## src/rtl/button_debouncer_if.sv

```systemverilog
// Signal bundle between the enable generator / raw button pin and the debouncer.
// master drives the timebase and raw input; slave is the debouncer itself.
interface button_debouncer_if;
    logic tick_en;
    logic btn_in;
    logic btn_level;
    logic btn_press;
    logic btn_release;
    logic btn_repeat;

    modport master (
        output tick_en, btn_in,
        input  btn_level, btn_press, btn_release, btn_repeat
    );

    modport slave (
        input  tick_en, btn_in,
        output btn_level, btn_press, btn_release, btn_repeat
    );
endinterface

```

## src/rtl/button_debouncer.sv

```systemverilog
// Push-button debouncer timed by the enable generator's tick_en pulse.
// Optional auto-repeat strobe is compiled in with BUTTON_DEBOUNCER_REPEAT_EN.
//
// state        | meaning
// RELEASED     | accepted level 0, input agrees
// PRESS_PEND   | input went 1, counting stable ticks
// PRESSED      | accepted level 1, input agrees
// RELEASE_PEND | input went 0, counting stable ticks
module button_debouncer #(
    parameter int STABLE_TICKS  = 20,
    parameter bit ACTIVE_LOW_IN = 1'b0,
    parameter int REPEAT_DELAY  = 500,
    parameter int REPEAT_PERIOD = 100
) (
    input  logic                clk,
    input  logic                rst_n,
    button_debouncer_if.slave   bus
);

    localparam int CNT_W = (STABLE_TICKS > 1) ? $clog2(STABLE_TICKS) : 1;
    localparam logic [CNT_W-1:0] CNT_LAST = CNT_W'(STABLE_TICKS - 1);

    if (STABLE_TICKS < 1 || STABLE_TICKS > 65535 || REPEAT_DELAY < 1 || REPEAT_PERIOD < 1) begin : g_param_check
        $error("button_debouncer: illegal parameter value");
    end

    typedef enum logic [1:0] {
        RELEASED,
        PRESS_PEND,
        PRESSED,
        RELEASE_PEND
    } state_t;

    state_t           state;
    logic [1:0]       sync_q;
    logic [CNT_W-1:0] cnt;
    logic             level_q;
    logic             press_q;
    logic             release_q;
    logic             s_in;

    assign s_in = sync_q[1] ^ ACTIVE_LOW_IN;

    always_ff @(posedge clk or negedge rst_n) begin
        if (!rst_n) begin
            state     <= RELEASED;
            sync_q    <= 2'b00;
            cnt       <= '0;
            level_q   <= 1'b0;
            press_q   <= 1'b0;
            release_q <= 1'b0;
        end else begin
            sync_q    <= {sync_q[0], bus.btn_in};
            press_q   <= 1'b0;
            release_q <= 1'b0;
            case (state)
                RELEASED: begin
                    if (s_in) begin
                        state <= PRESS_PEND;
                        cnt   <= '0;
                    end
                end
                PRESS_PEND: begin
                    if (!s_in) begin
                        state <= RELEASED;
                        cnt   <= '0;
                    end else if (bus.tick_en) begin
                        if (cnt == CNT_LAST) begin
                            state   <= PRESSED;
                            cnt     <= '0;
                            level_q <= 1'b1;
                            press_q <= 1'b1;
                        end else begin
                            cnt <= cnt + 1'b1;
                        end
                    end
                end
                PRESSED: begin
                    if (!s_in) begin
                        state <= RELEASE_PEND;
                        cnt   <= '0;
                    end
                end
                RELEASE_PEND: begin
                    if (s_in) begin
                        state <= PRESSED;
                        cnt   <= '0;
                    end else if (bus.tick_en) begin
                        if (cnt == CNT_LAST) begin
                            state     <= RELEASED;
                            cnt       <= '0;
                            level_q   <= 1'b0;
                            release_q <= 1'b1;
                        end else begin
                            cnt <= cnt + 1'b1;
                        end
                    end
                end
                default: begin
                    state <= RELEASED;
                    cnt   <= '0;
                end
            endcase
        end
    end

    assign bus.btn_level   = level_q;
    assign bus.btn_press   = press_q;
    assign bus.btn_release = release_q;

`ifdef BUTTON_DEBOUNCER_REPEAT_EN
    localparam int REP_MAX = (REPEAT_DELAY > REPEAT_PERIOD) ? REPEAT_DELAY : REPEAT_PERIOD;
    localparam int REP_W   = $clog2(REP_MAX + 1);

    logic [REP_W-1:0] rep_cnt;
    logic             rep_started;
    logic             rep_q;
    logic [REP_W-1:0] rep_target;

    // First pulse waits REPEAT_DELAY ticks, later ones REPEAT_PERIOD ticks.
    assign rep_target = rep_started ? REP_W'(REPEAT_PERIOD) : REP_W'(REPEAT_DELAY);

    always_ff @(posedge clk or negedge rst_n) begin
        if (!rst_n) begin
            rep_cnt     <= '0;
            rep_started <= 1'b0;
            rep_q       <= 1'b0;
        end else begin
            rep_q <= 1'b0;
            if (state == PRESSED && s_in) begin
                if (bus.tick_en) begin
                    if (rep_cnt + 1'b1 == rep_target) begin
                        rep_q       <= 1'b1;
                        rep_cnt     <= '0;
                        rep_started <= 1'b1;
                    end else begin
                        rep_cnt <= rep_cnt + 1'b1;
                    end
                end
            end else begin
                rep_cnt     <= '0;
                rep_started <= 1'b0;
            end
        end
    end

    assign bus.btn_repeat = rep_q;
`else
    assign bus.btn_repeat = 1'b0;
`endif

endmodule

```

## src/flat_wrapper.sv

```systemverilog
// flat-port wrapper written by rule: the top's interface ports become plain ports
module button_debouncer_flat 
#(
    parameter int STABLE_TICKS  = 20,
    parameter bit ACTIVE_LOW_IN = 1'b0,
    parameter int REPEAT_DELAY  = 500,
    parameter int REPEAT_PERIOD = 100
)
  (clk, rst_n, bus_tick_en, bus_btn_in, bus_btn_level, bus_btn_press, bus_btn_release, bus_btn_repeat);
  button_debouncer_if bus_i ();
  input  logic clk;
  input  logic rst_n;
  input wire logic [$bits(bus_i.tick_en)-1:0] bus_tick_en;
  input wire logic [$bits(bus_i.btn_in)-1:0] bus_btn_in;
  output wire logic [$bits(bus_i.btn_level)-1:0] bus_btn_level;
  output wire logic [$bits(bus_i.btn_press)-1:0] bus_btn_press;
  output wire logic [$bits(bus_i.btn_release)-1:0] bus_btn_release;
  output wire logic [$bits(bus_i.btn_repeat)-1:0] bus_btn_repeat;
  assign bus_i.tick_en = bus_tick_en;
  assign bus_i.btn_in = bus_btn_in;
  assign bus_btn_level = bus_i.btn_level;
  assign bus_btn_press = bus_i.btn_press;
  assign bus_btn_release = bus_i.btn_release;
  assign bus_btn_repeat = bus_i.btn_repeat;
  button_debouncer #(.STABLE_TICKS(STABLE_TICKS), .ACTIVE_LOW_IN(ACTIVE_LOW_IN), .REPEAT_DELAY(REPEAT_DELAY), .REPEAT_PERIOD(REPEAT_PERIOD)) u_core (.clk(clk), .rst_n(rst_n), .bus(bus_i));
endmodule
```

## config.mk

```make
export PLATFORM = sky130hd
export DESIGN_NAME = button_debouncer_flat
export DESIGN_NICKNAME = d
export VERILOG_FILES = /design/src/rtl/button_debouncer_if.sv /design/src/rtl/button_debouncer.sv /design/src/flat_wrapper.sv
export SDC_FILE = /design/constraint.sdc
export NUM_CORES = 1
export LEC_CHECK = 0
export BUFFER_PORTS_ARGS = -buffer_cell sky130_fd_sc_hd__buf_2
export CAP_MARGIN = 20
export CORE_AREA = 2 2 39 41
export CTS_BUF_LIST = sky130_fd_sc_hd__clkbuf_4
export DETAILED_ROUTE_END_ITERATION = 6
export DIE_AREA = 0 0 41 43
export MAX_ROUTING_LAYER = met4
export PLACE_DENSITY = 0.66
export SYNTH_ARGS = -nofsm -noshare
export SYNTH_HDL_FRONTEND = slang
export SYNTH_SLANG_ARGS = --single-unit
export TNS_END_PERCENT = 5
```

## constraint.sdc

```tcl
create_clock -name clk -period 3.35 [get_ports clk]
set_clock_uncertainty 0.05 [all_clocks]
set_input_delay 0.5025 -clock clk [delete_from_list [all_inputs] [get_ports clk]]
set_output_delay 0.5025 -clock clk [all_outputs]
set_load 0.01 [all_outputs]
```

Word level (Yosys, flattened, before mapping)
Index checks and enable logic that the tools add are counted.
{ "word_totals": {"ff_bits": 12, "latchBits": 0, "mem_bits_rw": 0, "romBits": 0, "in_bits": 4, "output_inout_bits": 4, "elab_cells": 57, "n_memories": 0} }
{ "op_classes": {"n_addsub": 1, "multipliers": 0, "div_mod_pow": 0, "magnitude_cmp": 0, "eq_ne": 16, "shifts": 0, "muxes": 29, "bitwise": 0, "n_reduce_logical": 5} }
{ "ops": {"columns": ["cell", "count"], "rows": [
  ["two-way mux 5 bit", 6],
  ["case mux 5 bit (4 select lines)", 1],
  ["two-way mux 2 bit", 8],
  ["two-way mux 1 bit", 12],
  ["inequality test 2 x 1 -> 1 bit (second input constant)", 4],
  ["inequality test 2 bit (second input constant)", 4],
  ["case mux 2 bit (4 select lines)", 1],
  ["AND reduction 7 bit", 1],
  ["inequality test 3 bit (second input constant)", 2],
  ["AND reduction 6 bit", 1],
  ["adder 5 x 1 -> 5 bit (second input constant)", 1],
  ["== test 5 bit (second input constant)", 1],
  ["== test 2 bit (second input constant)", 2],
  ["inequality test 3 x 1 -> 1 bit (second input constant)", 1],
  ["inequality test 3 x 2 -> 1 bit (second input constant)", 1],
  ["== test 2 x 1 -> 1 bit (second input constant)", 1],
  ["logical NOT 2 bit", 1],
  ["case mux 1 bit (2 select lines)", 1],
  ["AND reduction 2 bit", 1],
  ["nonzero test 2 bit", 1]
]} }

Depth between registers and ports, before layout
Gate-level depths: netlist of the first run.
{ "logic_depth": {"ltp_word": 5, "ltp_mapped": 4} }

Worst setup path before layout of the first run
Ideal clock, no wire load.
{ "synth_timing": {"path_kind": "register to register", "start": "register u_core.cnt[0]", "end": "register with a tool-made name", "setup_ns": 0.125, "arrival_time_ns": 1.308, "setup_slack_ns": 1.868, "stages_incl_launch_ff": 5, "path_buffers": 0, "period_less_slack_ns": 1.482, "cell_sequence": "dfrtp_1 -> ha_1 -> and4bb_2 -> nand3_1 -> mux2_2"} }
{ "synth_lines": {"columns": ["element", "line", "source"], "rows": [
  ["start, declared", "button_debouncer.sv:36", "logic [CNT_W-1:0] cnt;"],
  ["start signal, assigned", "button_debouncer.sv:74", "cnt <= cnt + 1'b1;"],
  ["start signal, assigned", "button_debouncer.sv:95", "cnt <= cnt + 1'b1;"]
]} }

==> flow_summary_export.csv, run 1 <==
group,metric,value,unit
grt,grt_pass1_wl,1835,um
timing,drv_slew,0,
grt,grt_usage,0.1634,
floorplanning,num_rows,14,
synth,synth_edf_count,0,
critical_path,crit_fanout,5,
power,power_density,392.4,mW/mm^2
synth,synth-warning-count,0,
clock_tree,cts_resized,0,
synth,synthFlopType,"dfrtp_1",
timing,hold_violations,0,
power,switching_power,0.00006656,W
floorplanning,start_util,0.4448,
cells_and_area,syn2layout_area_growth,9.146,%
synth,mappedNetlistArea,615.6,um^2
detailed_routing,totalWireLength,1081,um
clock_tree,hold_buffers,0,
detailed_routing,wl_per_cell,13.51,um
critical_path,cp.arrival,1.68,ns
worst_hold_path,worstHoldPathType,"in2async",
cells_and_area,layout_common_cells,"12 x dfrtp_1, 6 x buf_2, 5 x nand2_1, 4 x nand4_1, 4 x nor2b_1",
synth,synth-seq-cells,12,
detailed_routing,drt_first_pass_iters,2,
detailed_routing,viasPerCell,5.900,
cells_and_area,final_common_cell,"dfrtp_1",
synth,synth.distinct_cells,29,
timing,rsz0062_at_grt,"false",
critical_path,reg2reg_depth,4,
grt,overflow,0,
timing,setup_tns,0,ns
critical_path,crit_type,"reg2reg",
timing,max_freq,644.3,MHz
timing,finalCritPeriodShare,0.4633,
clock_tree,postCtsSetupBuffers,0,
clock_tree,cts_sinks,12,
floorplanning,coreArea,0.001384,mm^2
run,maxCapViolCount,0,
power,p_leak,0.3040,nW
cells_and_area,drive_gt1_frac,0.1719,
critical_path,ff2ff_setup_slack,1.80,ns
power,p_seq_frac,0.580,
power,combinationalPowerShare,0.059,
timing,period_needed,1.552,ns
cells_and_area,final_nets,70,
grt,antenna_found_initial,0,
floorplanning,ios,8,
power,p_total,0.0002636,W
synth,synth_fp_nets,63,
floorplanning,die_x,41,um
status,status,"finished clean",
clock_tree,clk_pin_slew,0.08,ns
timing,setup_viol,0,
power,p_sw_frac,0.2525,
power,internal_power,0.0001971,W
detailed_routing,via_count,472,
place,port_buffers,6,
critical_path,endpoint_kind,"register",
clock_tree,cts_max_path_buffers,2,
clock_tree,clk_latency,0.28,ns
detailed_routing,first_iter_violations,7,
floorplanning,die-area,0.001763,mm^2
detailed_routing,ant_nets,0,
cells_and_area,antennaDiodeCount,0,
timing,tightest_slew,0.6062,ns
synth,synthCells,58,
grt,grt_pass1_vias,410,
power,p_clk_frac,0.361,
synth,async_flop_share,1.000,
critical_path,worstPathRequired,3.48,ns
place,gp_congestion,0.7526,
detailed_routing,drt_drc_violations_left,0,
clock_tree,htreeDepth,1,
critical_path,cp-start-kind,"register",
grt,grt_max_degree,16,
critical_path,timing.rr.start,"u_core.cnt[0]",
clock_tree,cts-root-buf,"clkbuf_4",
clock_tree,cts_tree,"built",
synth,syn-mean-instance-area,10.61,um^2
timing,max_slew_margin,0.5930,
synth,yosysSeqAreaShare,0.4878,
power,ir_drop,0.1979,mV
place,dp_hpwl,778.5,um
clock_tree,cts_buffers,3,
floorplanning,die_y,43,um
-- routing by layer --
metal,vias to the layer above,global-route usage,part of all wire
li1,229,-,-
met1,229,0.2177,0.48
met2,9,0.2031,0.43
met3,5,0.04712,0.046
met4,0,0.1200,0.040
met5,-,-,0
-- stage by stage --
stage | util | std cells | area, um^2 | setup slack, ns | hold slack [ns]
after floorplan | - | 58 | 615.6 | 1.868 | 0.1569
after global placement | 0.4665 | 76 | 645.6 | 1.832 | 0.2943
after detailed placement | 0.4665 | 76 | 645.6 | 1.805 | 0.2978
after CTS | 0.4855 | 80 | 671.9 | 1.794 | 0.04106
after global routing | 0.4855 | 80 | 671.9 | 1.725 | 0.05340
final | 0.4855 | 80 | 671.9 | 1.798 | 0.02688
-- sequential cells by signal, indices dropped and copies added (netlist names), named ones only --
signal / count
u_core.cnt: 5
u_core.bus.btn_release: 1
u_core.sync_q: 2
u_core.state: 1
u_core.bus.btn_level: 1
u_core.bus.btn_press: 1
-- worst max-delay path, stage by stage, from the launching register on --
cell	delay (ns)
dfrtp_1	0.42
ha_1	0.25
and4bb_2	0.25
nand3_1	0.13
mux2_2	0.34
-- Yosys cell counts (all sizes together) (2+ instances only) --
master / n / area, um^2
a21oi: 2 / 10.01
buf: 2 / 12.51
clkbuf: 2 / 7.510
dfrtp: 12 / 300.3
nand2: 5 / 18.77
nand3: 3 / 15.01
nand3b: 3 / 22.52
nand4: 4 / 25.02
nor2b: 4 / 25.02
nor3b: 2 / 15.01
o22ai: 2 / 12.51
-- power groups by stage --
stage | Clock [W] | Combinational [W] | Sequential [W]
floorplan | 0 | 0.0000134 | 0.000153
global placement | 0 | 0.0000159 | 0.000156
detailed placement | 0 | 0.0000159 | 0.000156
CTS | 0.0000958 | 0.0000160 | 0.000153
global route | 0.000103 | 0.0000180 | 0.000154
finish | 0.0000951 | 0.0000156 | 0.000153
-- cell families after synthesis --
kind of cell,after synthesis,synth area share
xor gates and xnor gates,2,0.02846
and+or+nand+nor,26,0.2825
DFF,12,0.4878
AOI/OAI and AO/OA,10,0.1077
buffers and inverters,4,0.03252
other,1,0.006092
muxes,2,0.03455
adders and majority gates,1,0.02032
-- worst max-delay path by stage --
stage / start / end / slack [ns] / cells after the start
6_report: u_core.cnt[0] / register / 1.80 / 4
3_3_place_gp: u_core.cnt[0] / register / 1.83 / 4
2_1_floorplan: u_core.cnt[0] / register / 1.87 / 4
4_1_cts: u_core.cnt[0] / register / 1.79 / 4
5_1_grt: u_core.cnt[0] / register / 1.73 / 4
3_5_place_dp: u_core.cnt[0] / register / 1.80 / 4
-- final cells by class --
class | count | area [um^2]
Clock buffer | 3 | 22.52
Clock inverter | 1 | 3.754
Fill cell | 137 | 711.9
Multi-Input combinational cell | 42 | 295.3
Sequential cell | 12 | 300.3
Tap cell | 16 | 20.02
Timing Repair Buffer | 6 | 30.03
(Power assumes the default switching activity.)
==> inputs of run 2 (changes only) <==
- ABC_AREA: unset -> 1
- PLACE_DENSITY: 0.66 -> 0.69
- clock period: 3.35 -> 1.4 ns (I/O delays scaled with it)
==> flow_summary_export.csv, run 2 <==
group,metric,value,unit
cells_and_area,largest_reg_flops,5,
timing,setup_viol,0,
cells_and_area,regMostFlops,"u_core.cnt",
synth,yosysMostFrequentCell,"nand2_1",
synth,yosysTopAreaCellShare,0.4878,
synth,yosysSeqAreaShare,0.4878,
synth,synth_top_cell_by_area,"dfrtp_1",
critical_path,cp-start-kind,"register",
place,port_buffers,6,
critical_path,path_buf_inv,2,
clock_tree,cts_sinks,12,
timing,drv_slew,0,
floorplanning,die_x,41,um
place,dp_hpwl,881.8,um
critical_path,cp.arrival,1.44,ns
detailed_routing,drt_drc_violations_left,0,
clock_tree,cts_buffers,3,
worst_hold_path,worstHoldPathType,"in2reg",
cells_and_area,final_nets,93,
synth,synth_fp_nets,81,
detailed_routing,first_iter_violations,3,
floorplanning,ios,8,
clock_tree,clk_pin_slew,0.06,ns
cells_and_area,final_common_cell,"nand2_1",
critical_path,endpoint_kind,"register",
floorplanning,num_rows,14,
cells_and_area,fillers,144,
grt,grt_max_degree,13,
cells_and_area,drive_gt1_frac,0.1977,
timing,finalCritPeriodShare,0.9147,
synth,mappedNetlistArea,615.6,um^2
timing,setup_tns,0,ns
synth,synth.distinct_cells,20,
power,power_density,879.5,mW/mm^2
power,p_leak,0.3780,nW
critical_path,crit_fanout,5,
grt,grt_pass1_wl,1683,um
status,status,"finished clean",
grt,grt_pass1_vias,421,
clock_tree,cts_max_path_buffers,2,
critical_path,critical-path-top-delay-family,"simple AND/OR/NAND/NOR gates",
cells_and_area,regArea,300.3,um^2
floorplanning,start_util,0.4448,
grt,grt_usage,0.1532,
cells_and_area,antennaDiodeCount,0,
synth,synth-seq-cells,12,
critical_path,worstPathRequired,1.56,ns
critical_path,crit_slowest_cell,"dfrtp_1",
run,maxCapViolCount,0,
clock_tree,cts-root-buf,"clkbuf_4",
floorplanning,die_y,43,um
power,ir_drop,0.4352,mV
critical_path,crit_type,"reg2reg",
critical_path,slowest_delay,0.39,ns
cells_and_area,syn2layout_area_growth,15.65,%
synth,yosys-top-cells-count,"24 x nand2_1, 12 x dfrtp_1, 11 x inv_1",
floorplanning,die-area,0.001763,mm^2
synth,netlist_top_cells_area,"dfrtp_1 49%, nand2_1 15%, inv_1 6.7%",
critical_path,cp_cell_sequence,"ha_1 -> nand2_1 -> inv_1 -> nand3_4 -> nor2_4 -> nand3_1 -> inv_1",
synth,synth-warning-count,0,
synth,async_flop_share,1.000,
timing,rsz0062_at_grt,"false",
detailed_routing,viasPerCell,4.794,
place,gp_congestion,0.6905,
clock_tree,clk_latency,0.27,ns
detailed_routing,via_count,489,
timing,hold_violations,0,
detailed_routing,ant_nets,0,
detailed_routing,wl_per_cell,10.91,um
detailed_routing,drt_first_pass_iters,4,
grt,overflow,0,
cells_and_area,reg_top3,"u_core.cnt x5, u_core.sync_q x2",
cells_and_area,multi_input_area,274.0,um^2
clock_tree,postCtsSetupBuffers,0,
timing,max_freq,780.9,MHz
synth,synthFlopType,"dfrtp_1",
timing,period_needed,1.281,ns
grt,antenna_found_initial,0,
synth,synth_edf_count,0,
synth,synthCells,76,
detailed_routing,totalWireLength,1113,um
critical_path,crit_top_cell,"inv_1",
power,p_total,0.0006261,W
clock_tree,htreeDepth,1,
clock_tree,cts_tree,"built",
floorplanning,coreArea,0.001384,mm^2
synth,syn-mean-instance-area,8.100,um^2
cells_and_area,layout_common_cells,"24 x nand2_1, 12 x dfrtp_1, 11 x inv_1, 6 x buf_2",
==> run 2: changes by cell type after synthesis, moves of 2 or more <==
cell,before,now
nor2_4,0,2
o21ai_0,1,3
nand3b_1,3,0
nor3b_1,2,0
nor2_1,0,5
nand4_1,4,0
inv_1,0,11
clkbuf_1,2,0
nand2_1,5,24
nor2b_1,4,0
nand3_1,3,5
==> run 2: repair_timing <==
action | CTS | global route
endpoints found under the hold margin | 13 | 0
endpoints found under the setup margin | 0 | 2
hold buffers | 2 | 0
resized for setup | 0 | 2
==> run 2: kinds of logic after synthesis <==
family                   share of synthesized area
adder cells (fa/ha/maj)                    0.02032
other                                     0.006092
AO/OA/AOI/OAI                              0.05894
flip-flops                                  0.4878
XOR/XNOR                                   0.01423
buffers and inverters                      0.08537
AND/OR/NAND/NOR                             0.3272
==> run 2: report_power, final <==
group,switching (W),internal (W),leakage [nW],total [W]
Sequential,0.00000750,0.000356,0.154,0.000363
Combinational,0.0000394,0.0000215,0.210,0.0000608
Clock,0.000103,0.0000996,0.0138,0.000202
==> run 2: metal layers <==
layer,global-route usage,part of all wire,up-vias,wire (um)
li1,-,-,254,-
met1,0.1815,0.42,222,473
met2,0.2250,0.52,8,576
met3,0.04712,0.031,5,35
met4,0.08000,0.024,0,27
met5,-,0,-,0
==> run 2: stage by stage <==
step	area, um^2	hold slack, ns	util	std cells	setup slack, ns
after CTS	700.7	0.2685	0.5063	102	0.09050
after detailed placement	658.1	0.05526	0.4756	97	0.1104
after global placement	658.1	0.04902	0.4756	97	0.1188
after global routing	711.9	0.2684	0.5145	102	0.02175
final	711.9	0.2567	0.5145	102	0.1194
after floorplan	615.6	-0.1356	-	76	0.2278
==> run 2: worst paths after layout <==
| check | startpoint | end | slack (ns) | cells past startpoint |
|---|---|---|---|---|
| worst max-delay path | u_core.cnt[0] | u_core.bus.btn_press | 0.12 | 7 |
| worst min-delay path | bus_tick_en | u_core.bus.btn_release | 0.26 | 3 |
| min in group asynchronous | rst_n | u_core.sync_q[1] | 0.29 | 2 |
| max in group asynchronous | rst_n | u_core.cnt[4] | 0.79 | 2 |
| worst max register to register | u_core.cnt[0] | u_core.bus.btn_press | 0.12 | 7 |
| worst min register to register | u_core.sync_q[0] | u_core.sync_q[1] | 0.31 | 0 |
==> run 2: area by class of cell <==
type                            instances  share of cell area
Sequential cell                        12              0.4218
Multi-Input combinational cell         51              0.3849
Timing Repair Buffer                    8             0.07030
Inverter                               12             0.06327
Clock buffer                            3             0.03163
Tap cell                               16             0.02812
==> run 2: worst reg2reg max path, cell delays in order (launching register included) <==
cell	delay [ns]
dfrtp_1	0.39
ha_1	0.20
nand2_1	0.06
inv_1	0.10
nand3_4	0.11
nor2_4	0.13
nand3_1	0.10
inv_1	0.08
